--- config.mk ---
export PLATFORM = sky130hd
export DESIGN_NAME = ws2812_strip_driver
export DESIGN_NICKNAME = d
export VERILOG_FILES = /design/src/rtl/ws2812_pkg.sv /design/src/rtl/ws2812_pixel_scaler.sv /design/src/rtl/ws2812_strip_driver.sv
export SDC_FILE = /design/constraint.sdc
export NUM_CORES = 1
export LEC_CHECK = 0
export CAP_MARGIN = 30
export CORE_MARGIN = 2
export CORE_UTILIZATION = 35
export CTS_CLUSTER_SIZE = 25
export DETAILED_ROUTE_END_ITERATION = 6
export GPL_TIMING_DRIVEN = 0
export PLACE_DENSITY_LB_ADDON = 0.2
export SKIP_CTS_REPAIR_TIMING = 1
export SYNTH_ARGS = -nofsm -noshare
export SYNTH_HDL_FRONTEND = slang
export SYNTH_SLANG_ARGS = --single-unit
--- constraint.sdc ---
create_clock -name clock -period 3.6 [get_ports clock]
set_input_delay 0.54 -clock clock [delete_from_list [all_inputs] [get_ports clock]]
set_output_delay 0.54 -clock clock [all_outputs]
set_load 0.1 [all_outputs]
--- src/rtl/ws2812_pkg.sv ---
// Shared definitions for the WS2812 strip driver: FSM encoding, 50 MHz timing defaults,
// and the RGB to GRB wire-order helper.
package ws2812_pkg;

  typedef enum logic [2:0] {
    ST_IDLE,
    ST_FETCH,
    ST_LOAD,
    ST_HIGH,
    ST_LOW,
    ST_LATCH
  } state_t;

  localparam int DEF_T0H          = 20;
  localparam int DEF_T0L          = 42;
  localparam int DEF_T1H          = 40;
  localparam int DEF_T1L          = 22;
  localparam int DEF_LATCH_CYCLES = 15000;

  function automatic logic [23:0] rgb_to_grb(input logic [23:0] rgb);
    return {rgb[15:8], rgb[23:16], rgb[7:0]};
  endfunction

endpackage

--- src/rtl/ws2812_pixel_scaler.sv ---
// Combinational colour capture path: optional brightness scaling, then GRB reorder (MSB goes first on the wire).
// Macro WS2812_BRIGHTNESS_EN adds the brightness input; without it channels pass unchanged.
module ws2812_pixel_scaler
  import ws2812_pkg::*;
(
`ifdef WS2812_BRIGHTNESS_EN
  input  logic [7:0]  brightness,
`endif
  input  logic [23:0] rgb,
  output logic [23:0] grb
);

`ifdef WS2812_BRIGHTNESS_EN
  // brightness+1 makes 255 an exact identity: c*256>>8 == c
  function automatic logic [7:0] scale(input logic [7:0] c, input logic [7:0] b);
    logic [8:0]  mult;
    logic [16:0] prod;
    mult = {1'b0, b} + 9'd1;
    prod = {9'b0, c} * {8'b0, mult};
    return prod[15:8];
  endfunction

  assign grb = rgb_to_grb({scale(rgb[23:16], brightness),
                           scale(rgb[15:8],  brightness),
                           scale(rgb[7:0],   brightness)});
`else
  assign grb = rgb_to_grb(rgb);
`endif

endmodule

--- src/rtl/ws2812_strip_driver.sv ---
// Serializes num_leds 24-bit pixels onto the WS2812 single-wire line, then holds the latch low period.
// Next pixel is prefetched during bit 0 of the current one so bit timing has no gap at pixel boundaries.
// Optional macro WS2812_BRIGHTNESS_EN adds a brightness input latched at start.
module ws2812_strip_driver
  import ws2812_pkg::*;
#(
  parameter int T0H          = DEF_T0H,
  parameter int T0L          = DEF_T0L,
  parameter int T1H          = DEF_T1H,
  parameter int T1L          = DEF_T1L,
  parameter int LATCH_CYCLES = DEF_LATCH_CYCLES
) (
  input  logic        clock,
  input  logic        reset,
  input  logic        start,
  input  logic [9:0]  num_leds,
  input  logic [23:0] pixel_color,
`ifdef WS2812_BRIGHTNESS_EN
  input  logic [7:0]  brightness,
`endif
  output logic        pixel_req,
  output logic [9:0]  pixel_idx,
  output logic        busy,
  output logic        done,
  output logic        dout
);

  localparam int CW = $clog2(LATCH_CYCLES + 1);
  localparam logic [CW-1:0] T0H_M1   = CW'(T0H - 1);
  localparam logic [CW-1:0] T0L_M1   = CW'(T0L - 1);
  localparam logic [CW-1:0] T1H_M1   = CW'(T1H - 1);
  localparam logic [CW-1:0] T1L_M1   = CW'(T1L - 1);
  localparam logic [CW-1:0] LATCH_M1 = CW'(LATCH_CYCLES - 1);

  state_t        state_q, state_d;
  logic [CW-1:0] cnt_q;
  logic [4:0]    bit_q;
  logic [23:0]   shreg_q;
  logic [23:0]   pf_q;
  logic [9:0]    num_q;
  logic [9:0]    cur_q;
  logic [9:0]    idx_q;
  logic          pf_req_q;
  logic          pf_cap_q;
  logic [23:0]   scaled;

  logic cnt_zero, more_bits, more_pix, pf_next;
  assign cnt_zero  = (cnt_q == '0);
  assign more_bits = (bit_q != 5'd23);
  assign more_pix  = (({1'b0, cur_q} + 11'd1) < {1'b0, num_q});
  assign pf_next   = (({1'b0, cur_q} + 11'd2) < {1'b0, num_q});

`ifdef WS2812_BRIGHTNESS_EN
  logic [7:0] bri_q;
  ws2812_pixel_scaler u_scaler (
    .brightness (bri_q),
    .rgb        (pixel_color),
    .grb        (scaled)
  );
`else
  ws2812_pixel_scaler u_scaler (
    .rgb (pixel_color),
    .grb (scaled)
  );
`endif

  function automatic logic [CW-1:0] high_len(input logic b);
    return b ? T1H_M1 : T0H_M1;
  endfunction

  function automatic logic [CW-1:0] low_len(input logic b);
    return b ? T1L_M1 : T0L_M1;
  endfunction

  always_ff @(posedge clock or posedge reset) begin
    if (reset) state_q <= ST_IDLE;
    else       state_q <= state_d;
  end

  always_comb begin
    state_d = state_q;
    case (state_q)
      ST_IDLE:  if (start && num_leds != '0) state_d = ST_FETCH;
      ST_FETCH: state_d = ST_LOAD;
      ST_LOAD:  state_d = ST_HIGH;
      ST_HIGH:  if (cnt_zero) state_d = ST_LOW;
      ST_LOW:   if (cnt_zero) state_d = (more_bits || more_pix) ? ST_HIGH : ST_LATCH;
      ST_LATCH: if (cnt_zero) state_d = ST_IDLE;
      default:  state_d = ST_IDLE;
    endcase
  end

  always_comb begin
    pixel_req = (state_q == ST_FETCH) || pf_req_q;
    busy      = (state_q != ST_IDLE);
    done      = (state_q == ST_LATCH) && cnt_zero;
    dout      = (state_q == ST_HIGH);
    pixel_idx = idx_q;
  end

  always_ff @(posedge clock or posedge reset) begin
    if (reset) begin
      cnt_q    <= '0;
      bit_q    <= '0;
      shreg_q  <= '0;
      pf_q     <= '0;
      num_q    <= '0;
      cur_q    <= '0;
      idx_q    <= '0;
      pf_req_q <= 1'b0;
      pf_cap_q <= 1'b0;
`ifdef WS2812_BRIGHTNESS_EN
      bri_q    <= '0;
`endif
    end else begin
      pf_req_q <= 1'b0;
      pf_cap_q <= pf_req_q;
      // upstream answers a request on the following cycle
      if (pf_cap_q) pf_q <= scaled;
      case (state_q)
        ST_IDLE: begin
          if (start && num_leds != '0) begin
            num_q <= num_leds;
            idx_q <= '0;
            cur_q <= '0;
`ifdef WS2812_BRIGHTNESS_EN
            bri_q <= brightness;
`endif
          end
        end
        ST_LOAD: begin
          shreg_q <= scaled;
          bit_q   <= '0;
          cnt_q   <= high_len(scaled[23]);
          if (num_q > 10'd1) begin
            idx_q    <= 10'd1;
            pf_req_q <= 1'b1;
          end
        end
        ST_HIGH: begin
          if (cnt_zero) cnt_q <= low_len(shreg_q[23]);
          else          cnt_q <= cnt_q - 1'b1;
        end
        ST_LOW: begin
          if (!cnt_zero) begin
            cnt_q <= cnt_q - 1'b1;
          end else if (more_bits) begin
            shreg_q <= {shreg_q[22:0], 1'b0};
            bit_q   <= bit_q + 5'd1;
            cnt_q   <= high_len(shreg_q[22]);
          end else if (more_pix) begin
            shreg_q <= pf_q;
            cur_q   <= cur_q + 10'd1;
            bit_q   <= '0;
            cnt_q   <= high_len(pf_q[23]);
            if (pf_next) begin
              idx_q    <= cur_q + 10'd2;
              pf_req_q <= 1'b1;
            end
          end else begin
            cnt_q <= LATCH_M1;
          end
        end
        ST_LATCH: begin
          if (!cnt_zero) cnt_q <= cnt_q - 1'b1;
        end
        default: ;
      endcase
    end
  end

endmodule

### Yosys cells after proc, flatten, opt, wreduce, memory -nomap -nowiden

Index checks and enable logic that the tools add are counted.

| word-level totals | value |
|---|---|
| flip-flop bits (word level) | 102 |
| input port bits | 37 |
| word-level logic and storage cells | 94 |

| cells by class | value |
|---|---|
| add/subtract/negate cells | 6 |
| order comparisons | 3 |
| equality and inequality tests | 16 |
| mux-type cells | 41 |
| reduce and logical (&&, ||, !) cells | 18 |

Operators by type and width:

| kind | number |
|---|---|
| $mux W10 | 9 |
| $mux W24 | 3 |
| $mux W14 | 5 |
| $pmux W14 S4 | 1 |
| $pmux W24 S2 | 1 |
| $pmux W10 S3 | 1 |
| $mux W6 | 4 |
| $lt A11 B10 Y1 | 2 |
| $pmux W10 S2 | 1 |
| $pmux W3 S6 | 1 |
| $ne A2 B2 Y1 const B | 8 |
| $mux W3 | 5 |
| $mux W5 | 3 |
| $logic_not A14 Y1 | 1 |
| $sub A14 B1 Y14 const B | 1 |
| $add A10 B1 Y11 const B | 1 |
| $add A10 B2 Y11 const B | 1 |
| $add A10 B1 Y10 const B | 1 |
| $add A10 B2 Y10 const B | 1 |
| $gt A10 B1 Y1 const B | 1 |
| $pmux W5 S2 | 1 |
| $reduce_bool A10 Y1 | 1 |
| $reduce_and A7 Y1 | 1 |
| $eq A3 B2 Y1 const B | 2 |
| other kinds (18) | 28 |

### Longest topological paths before layout

| depth | value |
|---|---|
| word-level depth | 7 |
| depth in mapped cells | 15 |

### Modules after synthesis

From an unflattened synthesis, not the netlist that was laid out.

| second synthesis, totals | value |
|---|---|
| cells, all modules | 672 |
| area, all modules | 6077.1 µm² |

Modules (own cells, without submodules):

| module | times used | cells an instance | area each (µm²) |
|---|---|---|---|
| ws2812_strip_driver | 1 | 648 | 5896.9 |
| ws2812_pixel_scaler | 1 | 24 | 180.2 |

### Least setup slack after synthesis

Ideal clock, no wire load.

| timing path | value |
|---|---|
| kind | register to output |
| start | register cnt_q[2] |
| end | output done |
| data arrival time | 2.677 ns |
| data required time | 3.060 ns |
| path slack | 0.383 ns |
| stages on the path, launching flop included | 7 |
| cell sequence | dfrtp_1 buf_6 nor4_4 nand2_4 nor2_2 nand2_1 nor2_1 |

| between the ends | value |
|---|---|
| longest elaborated chain between the ends | 2 |

RTL lines:

| element | line | source |
|---|---|---|
| start: declaration | ws2812_strip_driver.sv:36 | `logic [CW-1:0] cnt_q;` |
| start signal: assignment | ws2812_strip_driver.sv:134 | `cnt_q <= high_len(scaled[23]);` |
| start signal: assignment | ws2812_strip_driver.sv:141 | `if (cnt_zero) cnt_q <= low_len(shreg_q[23]);` |
| start signal: assignment | ws2812_strip_driver.sv:142 | `else cnt_q <= cnt_q - 1'b1;` |
| $logic_not A14 Y1 | ws2812_strip_driver.sv:48 | `assign cnt_zero = (cnt_q == '0);` |
| $logic_and A1 B1 Y1 | ws2812_strip_driver.sv:96 | `done = (state_q == ST_LATCH) && cnt_zero;` |
| end: declaration | ws2812_strip_driver.sv:24 | `output logic done,` |

Every way passes these cells.

### Worst setup path in the final report

| timing path | value |
|---|---|
| start | register cur_q[1] |
| end | register cur_q[9] |

| between the ends | value |
|---|---|
| longest elaborated chain between the ends | 5 |
| elaborated cells between the ends (all ways) | 9 |
| classes of those cells | add/sub: 2; order compare: 1; eq/ne: 1; mux: 4; reduce/logical: 1 |

RTL lines:

| element | line | source |
|---|---|---|
| start: declaration | ws2812_strip_driver.sv:41 | `logic [9:0] cur_q;` |
| start signal: assignment | ws2812_strip_driver.sv:153 | `cur_q <= cur_q + 10'd1;` |
| branches (longest 5 deep; another with $add A10 B1 Y11) | - |  |

Parallel ways; which one is timed is not known. The select of a mux whose other input is x is not followed.
A chain may end at the register's enable or synchronous reset.

==> key figures <==
GRT
  – Met2 global-route usage: 0.287
  – Grt ovf: 0
  – Antenna violations before repair: 0
  – Vias in the first global route: 4,985
  – GRT Overall Usage: 0.186
  – Met1 Use GR: 0.261
  – First-pass GRT wire length: 26.5 mm
  – Met3 usage: 0.0438
  – Busiest grt layer: met2
  – Largest net degree at the start of global routing: 71

Route
  – # DRC: 0
  – Initial DRT Pass Iterations: 5
  – Via count: 5,156
  – Vias/cell: 5.46
  – Final wirelength: 15.9 mm
  – Initial DRC Count: 497
  – Routed len/inst: 16.8 um
  – DRT antenna net count: 0

STA
  – # setup viols final: 0
  – Period Utilization, post-route: 0.964
  – Max Clock Skew: 8.53 ps
  – FMAX: 0.288 GHz
  – Final worst slack: 128 ps
  – Hold Violations, Final: 0
  – Worst-margin pin slew: 986 ps
  – Hold WS: 445 ps
  – Fin crit period: 3470 ps
  – Max_slew headroom: 0.341
  – Max-slew violation count: 0

CTS
  – CTS tree: yes
  – Worst-path clk slew: 70 ps
  – H-tree depth: 3
  – CTS Buffer Depth: 2
  – Worst-skew pair later-pin latency: 360 ps
  – TritonCTS sink count: 102
  – CTS buffer count: 9
  – CTS root buffer: clkbuf_16

Die
  – Die footprint: 0.0179 mm^2
  – Total core area: 0.0165 mm^2
  – IO Count: 51
  – Initial core utilization: 0.357
  – Row cnt: 47
  – Die height: 134 um
  – Die width: 134 um

Logic synthesis
  – YS warnings: 0
  – Post-synthesis net count: 707
  – Mapped cell area: 0.00590 mm^2
  – Synth top area cells: dfrtp_1, nand2_1, mux2_2
  – Post-synthesis sequential area ratio: 0.433
  – Commonest cells in the netlist: nand2_1, dfrtp_1, a21oi_1
  – Synth area leader: dfrtp_1
  – Top-count cell post-synth: nand2_1
  – Cells after synthesis: 648
  – Seq cells post-synth: 102
  – Post-synth EDFFs: 0
  – Share of synthesized registers carrying an async set or reset: 1.00
  – Avg Cell Area, Syn: 9.10 um^2
  – Synth unique cells: 69
  – Ys flop type: dfrtp_1
  – Area fraction of the dominant cell type after synthesis: 0.433

Finish
  – Layout Area Growth over Synthesis: 22.1%
  – Finished Core Util: 0.436
  – Filler cell count: 1,592
  – Fraction of layout cells with a size suffix above 1: 0.149
  – Final nets: 778
  – Reg area: 0.00256 mm^2
  – Area of the multi-input gates: 0.00321 mm^2
  – # diodes: 0
  – Post-route cell area: 0.00720 mm^2

Min path
  – Hold crit path type: reg -> reg
  – Worst Hold End: pf_cap_q
  – Hold Path Origin: pf_req_q
  – Min-Delay Path Depth: 0

Placement
  – Post-place setup slack: -304 ps
  – I/O Buffers: 50
  – Placed inst area: 0.00670 mm^2
  – Dpl hpwl: 11.3 mm
  – Placer Congestion: 0.837

Critical path
  – Crit. End Element: flip-flop
  – Reg2reg end: cur_q[9]
  – R2R setup slack: 130 ps
  – Crit start category: flip-flop
  – Required time worst endpoint: 3880 ps
  – Max FO, Critical Path: 8
  – Critical path data arrival time: 3750 ps
  – Setup CP Type: reg -> reg
  – R2R depth: 13
  – Crit Reg-Reg Startpoint: cur_q[1]

Status
  – Status: finished, final reports clean

Pwr
  – Cell Pwr Density: 1020 mW/mm^2
  – Pleak: 3.15 nW
  – Power after layout: 0.00738 W
  – Maximum VDD drop: 537 uV

Job
  – Max-cap violations: 0
==> metrics by stage <==
step	cells	TNS, ps
after floorplan	648	0
after global placement	918	-138630
after detailed placement	919	-7100
after CTS	935	-9370
after global routing	944	-1.11
final	944	0
==> power breakdown <==
group	switching [W]	leakage, nW	internal (W)
registers	0.000308	1.29	0.00152
clock network	0.000496	0.156	0.000557
logic	0.00266	1.71	0.00185
==> worst max path at each step <==
stage | startpoint | end | slack (ps) | cells after the start
6_report | cur_q[1] | cur_q[9] | 130 | 13
5_1_grt | cur_q[1] | cur_q[9] | -1 | 13
4_1_cts | cur_q[0] | pixel_idx[0] | -340 | 12
3_5_place_dp | cur_q[0] | pixel_idx[0] | -300 | 12
3_3_place_gp | reset | cnt_q[4] | -1310 | 2
2_1_floorplan | reset | bit_q[0] | 380 | 1
==> worst max-delay path, stage by stage, from the launching register on <==
cell	delay (ps)
dfrtp_2	470
ha_4	200
and3_1	250
nand2_1	140
xnor2_2	210
ha_1	260
and2_0	190
a221o_1	350
a41oi_4	270
buf_4	190
o2111ai_4	220
nor3_4	360
a22oi_1	120
o21ai_1	150
==> layout make-up <==
class | instances | area share
Multi-Input combinational cell | 490 | 0.445
Sequential cell | 102 | 0.355
Timing Repair Buffer | 60 | 0.0848
Tap cell | 220 | 0.0382
Clock buffer | 9 | 0.0313
Buffer | 34 | 0.0215
Clock inverter | 7 | 0.0120
Inverter | 22 | 0.0118
==> sequential cells by signal (all words and copies together), names as in the netlist <==
register	count
cur_q	10
num_q	10
pf_req_q	1
cnt_q	14
state_q	3
shreg_q	24
pixel_idx	10
bit_q	5
pf_q	24
pf_cap_q	1
==> metal layers <==
layer  share of wire  wire length [um]  up-vias
met5               0                 0        -
met4           0.016               248        0
met3           0.052               822       27
met2            0.46              7360      140
met1            0.47              7440     2527
li1                -                 -     2462
==> logic make-up after synthesis <==
family	count (synthesis)	share of synthesized area
AO/OA/AOI/OAI	195	0.205
multiplexers	34	0.0649
XOR/XNOR	19	0.0282
flip-flops	102	0.433
buffers and inverters	56	0.0395
adder cells (fa/ha/maj)	22	0.0467
AND/OR/NAND/NOR	220	0.182
==> placed cells by master, fill, tap and decap left out, types with 4 or more instances in the layout <==
cell type        instances
a21o_1                   7
nand2_1                114
mux2_2                  34
o31ai_1                  6
a21oi_1                 70
buf_2                    8
ha_1                    20
o21a_1                   4
nor4_1                   5
xor2_1                   6
buf_4                    9
and3_1                   6
nor3_1                   9
xnor2_1                 11
a22oi_1                  5
clkdlybuf4s50_1         49
a32o_1                   8
dfrtp_1                 99
nand3_1                 16
nand4_1                  6
inv_1                   21
a31oi_1                 10
o21ai_1                 31
nor2_1                  31
o22ai_1                  4
o21ai_0                 25
clkbuf_16                9
clkbuf_1                19
No activity file was read; power rests on OpenSTA's default activity.
